[src/rtl/parc_mem_arb_pkg.sv]
// Shared constants for the PARCv2 two-into-one memory arbiter: source IDs
// carried in the tag queue and the VC memory message widths.
package parc_mem_arb_pkg;

  // VC_MEM_REQ_MSG_SZ(32,32) and VC_MEM_RESP_MSG_SZ(32)
  localparam int unsigned MEM_REQ_MSG_SZ  = 67;
  localparam int unsigned MEM_RESP_MSG_SZ = 35;

  localparam logic PARC_MEM_ARB_SRC_IMEM = 1'b0;
  localparam logic PARC_MEM_ARB_SRC_DMEM = 1'b1;

  // Round-robin pick: on a tie the port that did not win last time goes next.
  function automatic logic rr_pick(logic last_grant, logic imem_val, logic dmem_val);
    if (imem_val && dmem_val) begin
      return ~last_grant;
    end else if (dmem_val) begin
      return PARC_MEM_ARB_SRC_DMEM;
    end else begin
      return PARC_MEM_ARB_SRC_IMEM;
    end
  endfunction

endpackage

[src/rtl/parc_mem_arb_tag_queue.sv]
// In-order FIFO of 1-bit request source IDs. Enqueue is refused when full even
// if a dequeue happens in the same cycle (no bypass of the full condition).
module parc_mem_arb_tag_queue #(
  parameter int unsigned p_depth = 4
) (
  input  logic                       clk,
  input  logic                       reset,
  input  logic                       enq,
  input  logic                       enq_src,
  input  logic                       deq,
  output logic                       head,
  output logic                       full,
  output logic                       empty,
  output logic [$clog2(p_depth):0]   count
);

  localparam int unsigned PtrW = $clog2(p_depth);

  logic [PtrW-1:0]    wr_ptr;
  logic [PtrW-1:0]    rd_ptr;
  logic [p_depth-1:0] mem;
  logic               do_enq;
  logic               do_deq;

  assign full   = (count == (PtrW + 1)'(p_depth));
  assign empty  = (count == '0);
  assign do_enq = enq && !full;
  assign do_deq = deq && !empty;
  assign head   = mem[rd_ptr];

  // Pointers wrap naturally because the depth is a power of two.
  always_ff @(posedge clk or posedge reset) begin
    if (reset) begin
      wr_ptr <= '0;
      rd_ptr <= '0;
      count  <= '0;
    end else begin
      if (do_enq) wr_ptr <= wr_ptr + 1'b1;
      if (do_deq) rd_ptr <= rd_ptr + 1'b1;
      case ({do_enq, do_deq})
        2'b10:   count <= count + 1'b1;
        2'b01:   count <= count - 1'b1;
        default: count <= count;
      endcase
    end
  end

  // Tag storage; contents are only observed when the queue is non-empty.
  always_ff @(posedge clk) begin
    if (do_enq) mem[wr_ptr] <= enq_src;
  end

endmodule

[src/rtl/parc_mem_arb.sv]
// Round-robin arbiter merging the PARCv2 imem/dmem request ports onto one
// memory port, with in-order response steering via a source tag queue.
module parc_mem_arb
  import parc_mem_arb_pkg::*;
#(
  parameter int unsigned p_depth = 4
) (
  input  logic                         clk,
  input  logic                         reset,

  input  logic [MEM_REQ_MSG_SZ-1:0]    imemreq_msg,
  input  logic                         imemreq_val,
  output logic                         imemreq_rdy,
  output logic [MEM_RESP_MSG_SZ-1:0]   imemresp_msg,
  output logic                         imemresp_val,

  input  logic [MEM_REQ_MSG_SZ-1:0]    dmemreq_msg,
  input  logic                         dmemreq_val,
  output logic                         dmemreq_rdy,
  output logic [MEM_RESP_MSG_SZ-1:0]   dmemresp_msg,
  output logic                         dmemresp_val,

  output logic [MEM_REQ_MSG_SZ-1:0]    memreq_msg,
  output logic                         memreq_val,
  input  logic                         memreq_rdy,
  input  logic [MEM_RESP_MSG_SZ-1:0]   memresp_msg,
  input  logic                         memresp_val,

  output logic [$clog2(p_depth):0]     outstanding,
  output logic                         err_orphan
);

  logic last_grant;
  logic lock;
  logic lock_src;
  logic grant;
  logic grant_val;
  logic q_full;
  logic q_empty;
  logic q_head;
  logic req_fire;

  // Grant selection and the combinational request path.
  always_comb begin
    grant       = lock ? lock_src : rr_pick(last_grant, imemreq_val, dmemreq_val);
    grant_val   = grant ? dmemreq_val : imemreq_val;
    memreq_msg  = grant ? dmemreq_msg : imemreq_msg;
    memreq_val  = grant_val && !q_full && !reset;
    imemreq_rdy = (grant == PARC_MEM_ARB_SRC_IMEM) && memreq_rdy && !q_full && !reset;
    dmemreq_rdy = (grant == PARC_MEM_ARB_SRC_DMEM) && memreq_rdy && !q_full && !reset;
    req_fire    = memreq_val && memreq_rdy;
  end

  // Response fan-out, steered by the oldest outstanding tag.
  always_comb begin
    imemresp_msg = memresp_msg;
    dmemresp_msg = memresp_msg;
    imemresp_val = memresp_val && !q_empty && (q_head == PARC_MEM_ARB_SRC_IMEM) && !reset;
    dmemresp_val = memresp_val && !q_empty && (q_head == PARC_MEM_ARB_SRC_DMEM) && !reset;
  end

  // Round-robin history, stall lock and sticky orphan flag.
  always_ff @(posedge clk or posedge reset) begin
    if (reset) begin
      last_grant <= PARC_MEM_ARB_SRC_IMEM;
      lock       <= 1'b0;
      lock_src   <= PARC_MEM_ARB_SRC_IMEM;
      err_orphan <= 1'b0;
    end else begin
      // Hold the grantee while a presented request is stalled so its msg stays put.
      lock     <= memreq_val && !memreq_rdy;
      lock_src <= grant;
      if (req_fire) last_grant <= grant;
      if (memresp_val && q_empty) err_orphan <= 1'b1;
    end
  end

  parc_mem_arb_tag_queue #(
    .p_depth (p_depth)
  ) u_tag_queue (
    .clk     (clk),
    .reset   (reset),
    .enq     (req_fire),
    .enq_src (grant),
    .deq     (memresp_val && !reset),
    .head    (q_head),
    .full    (q_full),
    .empty   (q_empty),
    .count   (outstanding)
  );

endmodule

[config.mk]
export PLATFORM = sky130hd
export DESIGN_NAME = parc_mem_arb
export DESIGN_NICKNAME = d
export VERILOG_FILES = /design/src/rtl/parc_mem_arb_pkg.sv /design/src/rtl/parc_mem_arb_tag_queue.sv /design/src/rtl/parc_mem_arb.sv
export SDC_FILE = /design/constraint.sdc
export NUM_CORES = 1
export LEC_CHECK = 0
export BUFFER_PORTS_ARGS = -buffer_cell sky130_fd_sc_hd__buf_2
export CORE_AREA = 4 4 124 126
export CTS_BUF_LIST = sky130_fd_sc_hd__clkbuf_8
export CTS_CLUSTER_SIZE = 25
export DETAILED_ROUTE_END_ITERATION = 7
export DIE_AREA = 0 0 128 130
export PLACE_DENSITY = 0.46
export SLEW_MARGIN = 0
export SYNTH_ARGS = -nofsm -noshare
export SYNTH_HDL_FRONTEND = slang
export SYNTH_SLANG_ARGS = --single-unit
[constraint.sdc]
create_clock -name clk -period 4.95 [get_ports clk]
set_input_delay 0.495 -clock clk [delete_from_list [all_inputs] [get_ports clk]]
set_output_delay 0.495 -clock clk [all_outputs]
set_load 0.01 [all_outputs]
==> results of run 1 <==
## metal layers
metal,vias to the layer above,part of all wire [%],global-route usage (%)
met2,159,48,14.57
met5,-,0.16,0
met3,18,14,2.906
li1,929,-,-
met1,905,37,10.16
met4,2,1.5,1.623
## through the flow
stage / hold slack (ps) / util [%] / worst slack, ps / instance area [um^2] / std cells
global placement: 433.3 / 20.06 / 1950 / 2872 / 534
CTS: 297.3 / 20.38 / 1826 / 2917 / 538
detailed placement: 446.9 / 20.06 / 1896 / 2872 / 534
global route: 331.8 / 20.38 / 1746 / 2917 / 538
floorplan: 363.9 / - / 2717 / 2143 / 211
finish: 284.5 / 20.38 / 1914 / 2917 / 538
## Yosys cell counts (2+ instances only)
master	number
mux2_1	8
buf_4	75
inv_1	9
ha_1	5
and2_1	5
xnor2_1	3
mux2_4	2
xor2_1	3
edfxtp_1	4
nor2_1	3
o21ai_0	2
mux2_2	59
buf_6	2
nand2_1	4
dfrtp_1	11
nor2b_1	2
## power by group
part | switching [W] | internal, W
combinational | 0.000275 | 0.000296
clock | 0.0000420 | 0.0000548
sequential | 0.0000437 | 0.000174
total | 0.000360 | 0.000525
## layout make-up
| class | instances | area [um^2] |
|---|---|---|
| fillers | 1584 | 11400 |
| multi-input cells | 110 | 1129 |
| repair buffers | 216 | 1084 |
| flip-flops and latches | 15 | 395.4 |
| well taps | 184 | 230.2 |
| clock buffers | 3 | 41.29 |
| inverters | 9 | 33.78 |
| clock inverters | 1 | 3.754 |
## critical path, delay by kind of cell (launching register included)
family	cells	cell delay [ps]
buf+inv	3	880
compound gates	1	340
simple gates	1	160
flops	1	410
mux	1	450
## flip-flops by register name, summed over array words and instances, names as in the netlist
name,cells
u_tag_queue.wr_ptr,2
lock,1
u_tag_queue.mem,4
err_orphan,1
u_tag_queue.rd_ptr,2
last_grant,1
lock_src,1
u_tag_queue.count,3
## kinds of logic after synthesis
group                    count (synthesis)  share of synthesized area (%)
AO/OA/AOI/OAI                            8                          3.211
XOR/XNOR                                 6                          2.452
adder cells (fa/ha/maj)                  6                          3.853
buffers and inverters                   86                          28.90
flip-flops                              15                          18.45
multiplexers                            71                          38.12
AND/OR/NAND/NOR                         19                          5.020
## path summary, 6_finish.rpt
kind	end	slack (ps)	depth (start not counted)
setup / recovery	memreq_msg[52]	1910	6
hold / removal	u_tag_queue.rd_ptr[1]$_DFFE_PP0P_	280	2
setup reg to reg	u_tag_queue.count[2]$_DFFE_PP0P_	2560	10
hold reg to reg	err_orphan$_DFFE_PP0P_	450	1
max in group asynchronous	u_tag_queue.count[0]$_DFFE_PP0P_	4320	2
min in group clk	lock$_DFF_PP0_	440	2
==> summary.txt, run 1 <==
Mean Syn Cell Area: 10.16 um^2
Max clock buf depth: 2
HPWL Detailed: 7.194 mm
total CTS buffers: 3
post-CTS setup buffers: 0
Clock Pin Slew Worst Setup and Hold Paths: 60 ps
Synth-to-Final Area Change: 36.08%
flops & latches, synth: 15
most frequent cells in the layout: buf_2 (215), mux2_2 (59), dfrtp_1 (11)
Initial DRC Count: 41
Synth area leaders: mux2_2 (31%), buf_4 (26%), dfrtp_1 (13%), edfxtp_1 (5.6%), mux2_1 (4.2%)
Sink Count: 15
RSZ-0062 raised after global routing: no
root buf cell: clkbuf_8
die area: 16640 um^2
commonest non-fill, non-tap cell in the layout: buf_2
Critical Path Max Stage Delay: 630 ps
sequence of cells on the critical path: inv_1, and3_4, a21oi_4, buf_4, mux2_2, buf_2
Final ANT Viol Nets: 0
antenna cells: 0
WL per Instance: 14.85 um
# rows: 44
CP max-delay cell: buf_4
DR pass1 iterations: 4
main flop type after synthesis: dfrtp_1
LEAKAGE: 1.520 nW
Die Wd: 128 um
vias in the first global route: 2043
status: completed
share of cells above drive strength 1: 80.23%
Vias: 2013
fmax: 0.3294 GHz
Die Ht: 130 um
final worst-path cycle share: 61.34%
CTS tree: yes
Distinct cells, synth: 30
Buffers on Ports: 215
clock network latency to the later pin of the worst-skew pair: 240 ps
register area share after synthesis: 18.45%
top cell type by total area after synthesis: mux2_2
slew margin rel.: 52.71%
cts hold-fix bufs: 0
Mapped Cells: 211
Starting Density: 14.97%
first-pass GRT wire length: 11.01 mm
power per cell area: 303.4 nW/um^2
clock skew: 4.602 ps
Worst Setup Start Kind: flop
setup TNS: 0 ps
initial antenna violation count: 1
max_cap viols: 0
critical path class: flop to output port
Synthesized Nets: 392
area share of the largest cell type after synthesis: 31.00%
Mapped Area: 2143 um^2
critical path data required time: 4450 ps
Placeable Area: 14310 um^2
PostCTS Resize Cnt: 0
crit path time final: 3036 ps
CP Max Fanout: 58
nets@finish: 536
total wire length: 7.991 mm
Worst Setup SP: lock$_DFF_PP0_
H-tree depth: 1
Max Slew Vio Count: 0
Synth warnings: 0
DRC viols: 0
crit path capture type: output port
worst-margin pin slew: 709.4 ps
number of synthesized flops with an enable pin: 4
GRT overflow: 0
gp weighted congestion: 0.8675
largest net degree at the start of global routing: 59
IO Pins: 321
peak supply drop: 0.0001238 V
Worst Hold Class: input port to async pin
Setup-failing EPs final: 0
via/cell ratio: 3.742
Global Route Usage Sum: 8.401%
final hold violation count: 0
Worst R2R Start: u_tag_queue.count[0]$_DFFE_PP0P_
Tot Pwr: 0.0008849 W
Post-synth ARST share: 73.33%
CP Data Arrival Time: 2540 ps
(Power assumes the default switching activity.)
==> inputs of run 2 (changes only) <==
CORE_AREA = 4 4 123 125   (was 4 4 124 126)
DIE_AREA = 0 0 127 129   (was 0 0 128 130)
PLACE_DENSITY = 0.48   (was 0.46)
clock period = 2.5 ns   (was 4.95 ns; I/O delays follow)
==> summary.txt, run 2 (synthesis gave the netlist of run 1 again) <==
Global Route Usage Sum: 7.078%
initial antenna violation count: 0
largest net degree at the start of global routing: 37
met1 global-route usage: 7.257%
share of cells above drive strength 1: 80.73%
critical path class: flop to flop
CTS tree: yes
clock skew: 4.434 ps
Final Instance Area: 2955 um^2
crit path time final: 2314 ps
WL per Instance: 12.68 um
gr busiest metal: met2
final hold violation count: 0
H-tree depth: 1
sequence of cells on the critical path: mux2_4, o211a_1, o211a_2, inv_1, ha_1, inv_1, fa_1, xor2_1, nor2_1, xor2_1
Sink Count: 15
GRT overflow: 0
# fillers: 1546
power per cell area: 596.1 nW/um^2
max_cap viols: 0
area post-placement: 2902 um^2
Die Ht: 129 um
antenna cells: 0
die area: 16380 um^2
Starting Density: 15.44%
CP Max Fanout: 7
RSZ-0062 raised after global routing: no
max reg flops: 4
Worst Hold Class: input port to async pin
Critical Path Max Stage Delay: 440 ps
# rows: 43
GR Util met2: 13.95%
cts hold-fix bufs: 0
worst-margin pin slew: 411.8 ps
Max Slew Vio Count: 0
total CTS buffers: 3
setup TNS: 0 ps
most frequent cells in the layout: buf_2 (215), mux2_2 (59), dfrtp_1 (11)
IO Pins: 321
peak supply drop: 0.0002111 V
slew margin rel.: 72.54%
CP max-delay cell: dfrtp_1
first-pass GRT wire length: 9.542 mm
Die Wd: 127 um
Max clock buf depth: 2
total wire length: 6.824 mm
root buf cell: clkbuf_8
status: completed
vias in the first global route: 1968
commonest non-fill, non-tap cell in the layout: buf_2
DRC viols: 0
DR pass1 iterations: 4
Final Util: 21.29%
Reg with most FFs: u_tag_queue.mem
biggest regs: u_tag_queue.mem (4), u_tag_queue.count (3)
LEAKAGE: 1.543 nW
final worst-path cycle share: 92.57%
Placeable Area: 13880 um^2
nets@finish: 540
Worst Setup Start Kind: flop
clock network latency to the later pin of the worst-skew pair: 240 ps
R2R Setup Slk: 190 ps
Setup-failing EPs final: 0
Clock Pin Slew Worst Setup and Hold Paths: 60 ps
fmax: 0.4321 GHz
Synth-to-Final Area Change: 37.89%
PostCTS Resize Cnt: 0
Final ANT Viol Nets: 0
grt met3 use: 2.449%
critical path data required time: 2670 ps
HPWL Detailed: 6.071 mm
hold slack: 54.74 ps
Buffers on Ports: 215
gp weighted congestion: 0.7849
crit path capture type: flop
Vias: 1959
CP Data Arrival Time: 2480 ps
Initial DRC Count: 10
via/cell ratio: 3.641
run 2: cell count changes in the layout (fill, tap and decap cells not counted), sizes merged:
cell,delta
buf,+4
clkinv,+1
inv,-1
run 2: worst max-delay path, delay by kind of cell (launching register included):
kind	cells	cell delay [ps]
buffers and inverters	2	130
and+or+nand+nor	1	110
adders and majority gates	2	530
muxes	1	320
AOI/OAI and AO/OA	2	410
xor gates and xnor gates	2	300
DFF	1	440
run 2: power breakdown:
group	total, W	internal, W	leakage, nW	switching (W)
Sequential	0.000424	0.000344	0.166	0.0000793
Combinational	0.00115	0.000613	1.35	0.000535
Clock	0.000190	0.000110	0.0255	0.0000803
Total	0.00176	0.00107	1.54	0.000694
run 2: path summary, 6_finish.rpt:
kind	startpoint	to	cells past startpoint
min in group clk	memreq_rdy	lock$_DFF_PP0_	2
worst min register to register	err_orphan$_DFFE_PP0P_	err_orphan$_DFFE_PP0P_	1
max in group asynchronous	reset	last_grant$_DFFE_PP0N_	3
worst max-delay path	lock_src$_DFF_PP0_	u_tag_queue.count[2]$_DFFE_PP0P_	10
worst min-delay path	reset	u_tag_queue.rd_ptr[1]$_DFFE_PP0P_	3
worst max register to register	lock_src$_DFF_PP0_	u_tag_queue.count[2]$_DFFE_PP0P_	10
run 2: metal layers:
layer | routed length [um] | share of wire (%) | vias up
met3 | 936 | 14 | 4
met4 | 42 | 0.62 | 0
met2 | 3565 | 52 | 146
met5 | 0 | 0 | -
li1 | - | - | 939
met1 | 2279 | 33 | 870
run 2: per-stage QoR:
step           worst slack (ps)  instances  power (W)
5_1_grt                   39.79        538   0.001904
2_1_floorplan             267.4        211   0.001267
3_3_place_gp              224.0        533   0.001562
6_report                  185.8        538   0.001762
4_1_cts                   133.1        537   0.001787
3_5_place_dp              156.3        533   0.001585
run 2: layout make-up:
class	count	area [um^2]	share of cell area (%)
multi-input cells	110	1129	38.19
repair buffers	220	1126	38.10
flip-flops and latches	15	395.4	13.38
well taps	180	225.2	7.621
clock buffers	3	41.29	1.397
inverters	9	33.78	1.143
clock inverters	1	5.005	0.1693
run 2: timing repair:
item / CTS / global route
endpoints found under the setup margin: 0 / 1
buffers inserted: 0 / 1
hold endpoints to repair: 0 / 0
==> inputs of run 3 (changes only) <==
--- a/config.mk
+++ b/config.mk
@@ -7,4 +7,5 @@
 export LEC_CHECK = 0
 export BUFFER_PORTS_ARGS = -buffer_cell sky130_fd_sc_hd__buf_2
+export CAP_MARGIN = 30
 export CORE_AREA = 4 4 123 125
 export CTS_BUF_LIST = sky130_fd_sc_hd__clkbuf_8
==> constraint.sdc (replaced) <==
create_clock -name clk -period 2.5 [get_ports clk]
set_input_delay 0.5 -clock clk [delete_from_list [all_inputs] [get_ports clk]]
set_output_delay 0.5 -clock clk [all_outputs]
set_load 0.01 [all_outputs]
==> summary.txt, run 3 (synthesis gave the netlist of run 1 again) <==
met3 wire length: 895 um
# rows: 43
Worst R2R Start: u_tag_queue.count[1]$_DFFE_PP0P_
worst-margin pin slew: 395.1 ps
clock network latency to the later pin of the worst-skew pair: 250 ps
nets@finish: 541
FF-to-FF End: u_tag_queue.count[2]$_DFFE_PP0P_
share of cells above drive strength 1: 80.50%
clock share of power: 10.7%
post-CTS setup buffers: 0
setup TNS: 0 ps
top layer in use: met4
Global Route Usage Sum: 7.478%
root buf cell: clkbuf_8
total CTS buffers: 3
Tot Pwr: 0.001793 W
initial antenna violation count: 0
Final Instance Area: 2974 um^2
non-filler instance count after layout: 539
R2R Setup Slk: 240 ps
P_int: 0.001082 W
sw frac: 39.63%
Vias: 1979
largest net degree at the start of global routing: 40
sequence of cells on the critical path: inv_1, and3_4, a21oi_4, buf_12, mux2_2, buf_2
gp weighted congestion: 0.7782
Max Slew Vio Count: 0
via/cell ratio: 3.672
crit path capture type: output port
LEAKAGE: 1.555 nW
Initial DRC Count: 23
Max clock buf depth: 2
Worst Hold Class: input port to async pin
Synth-to-Final Area Change: 38.76%
H-tree depth: 1
CTS tree: yes
cts hold-fix bufs: 0
max reg flops: 4
GRT overflow: 0
critical path data required time: 2000 ps
Die Ht: 129 um
status: completed
Critical Path Max Stage Delay: 400 ps
WL per Instance: 12.82 um
final worst-path cycle share: 95.04%
first-pass GRT wire length: 10.03 mm
most frequent cells in the layout: buf_2 (215), mux2_2 (59), dfrtp_1 (11)
crit path time final: 2376 ps
DRC viols: 0
CP max-delay cell: dfrtp_1
# fillers: 1513
Reg with most FFs: u_tag_queue.mem
Sink Count: 15
family with the most delay on the worst path: buffers and inverters
Final ANT Viol Nets: 0
Gate power share: 65.5%
WP buf/inv: 3
Placeable Area: 13880 um^2
fmax: 0.4209 GHz
hold slack: 300.4 ps
area post-placement: 2929 um^2
Clock Pin Slew Worst Setup and Hold Paths: 60 ps
slew margin rel.: 73.61%
HPWL Detailed: 6.107 mm
Seq pwr share: 23.9%
Setup-failing EPs final: 0
CP Max Fanout: 39
Sw Pwr: 0.0007104 W
Worst R2R Path Depth: 10
PostCTS Resize Cnt: 0
die area: 16380 um^2
Starting Density: 15.44%
commonest non-fill, non-tap cell in the layout: buf_2
clock skew: 3.986 ps
power per cell area: 602.8 nW/um^2
RSZ-0062 raised after global routing: no
peak supply drop: 0.0001638 V
antenna cells: 0
Metal-1 WL: 2.416 mm
Die Wd: 127 um
placed cell count: 535
vias in the first global route: 2091
max_cap viols: 0
critical path class: flop to output port
DR pass1 iterations: 2
IO Pins: 321
Buffers on Ports: 215
biggest regs: u_tag_queue.mem (4), u_tag_queue.count (3)
met2 WL: 3.503 mm
final hold violation count: 0
total wire length: 6.911 mm
Worst Setup Start Kind: flop
CP Data Arrival Time: 1880 ps
## run 3: cell count changes in the layout (fill, tap and decap cells not counted), sizes merged
cell and change:
buf +1, clkinv -1, inv +1
## run 3: tightest hold or removal path: stages
cell and delay (ps):
buf_2 110, inv_1 80, buf_4 210
## run 3: layout make-up
class                           instances  area [um^2]  area share [%]
Tap cell                              180        225.2           7.573
Clock inverter                          1        3.754          0.1262
Clock buffer                            3        41.29           1.388
Multi-Input combinational cell        110         1129           37.95
Timing Repair Buffer                  221         1146           38.54
Sequential cell                        15        395.4           13.29
Inverter                                9        33.78           1.136
## run 3: how the worst max path moves through the flow
stage / startpoint / endpoint / slack (ps) / cells past startpoint
after floorplan: u_tag_queue.count[0]$_DFFE_PP0P_ / u_tag_queue.count[2]$_DFFE_PP0P_ / 270 / 10
after global placement: imemreq_val / u_tag_queue.count[2]$_DFFE_PP0P_ / 120 / 11
after detailed placement: imemreq_val / u_tag_queue.count[2]$_DFFE_PP0P_ / 100 / 11
after CTS: lock$_DFF_PP0_ / memreq_msg[23] / 110 / 6
after global routing: lock$_DFF_PP0_ / memreq_msg[23] / 50 / 6
final: lock$_DFF_PP0_ / memreq_msg[23] / 120 / 6
## run 3: per-stage QoR
stage	util, %	worst slack [ps]
final	21.43	124.0
after global routing	21.43	50.91
after CTS	21.43	112.4
after detailed placement	21.10	103.7
after global placement	21.10	123.6
after floorplan	-	267.4
## run 3: power by group through the flow
| stage | registers, W | logic, W | clock network, W |
|---|---|---|---|
| 2_1_floorplan | 0.000431 | 0.000836 | 0 |
| 3_3_place_gp | 0.000427 | 0.00117 | 0 |
| 4_1_cts | 0.000428 | 0.00120 | 0.000200 |
| 5_1_grt | 0.000441 | 0.00129 | 0.000213 |
| 3_5_place_dp | 0.000431 | 0.00120 | 0 |
| 6_report | 0.000428 | 0.00117 | 0.000191 |
## run 3: per-layer routing
layer / GRT usage (%) / vias to the layer above
li1: - / 941
met1: 8.037 / 882
met2: 13.98 / 148
met3: 2.449 / 8
met4: 2.145 / 0
met5: 0 / -
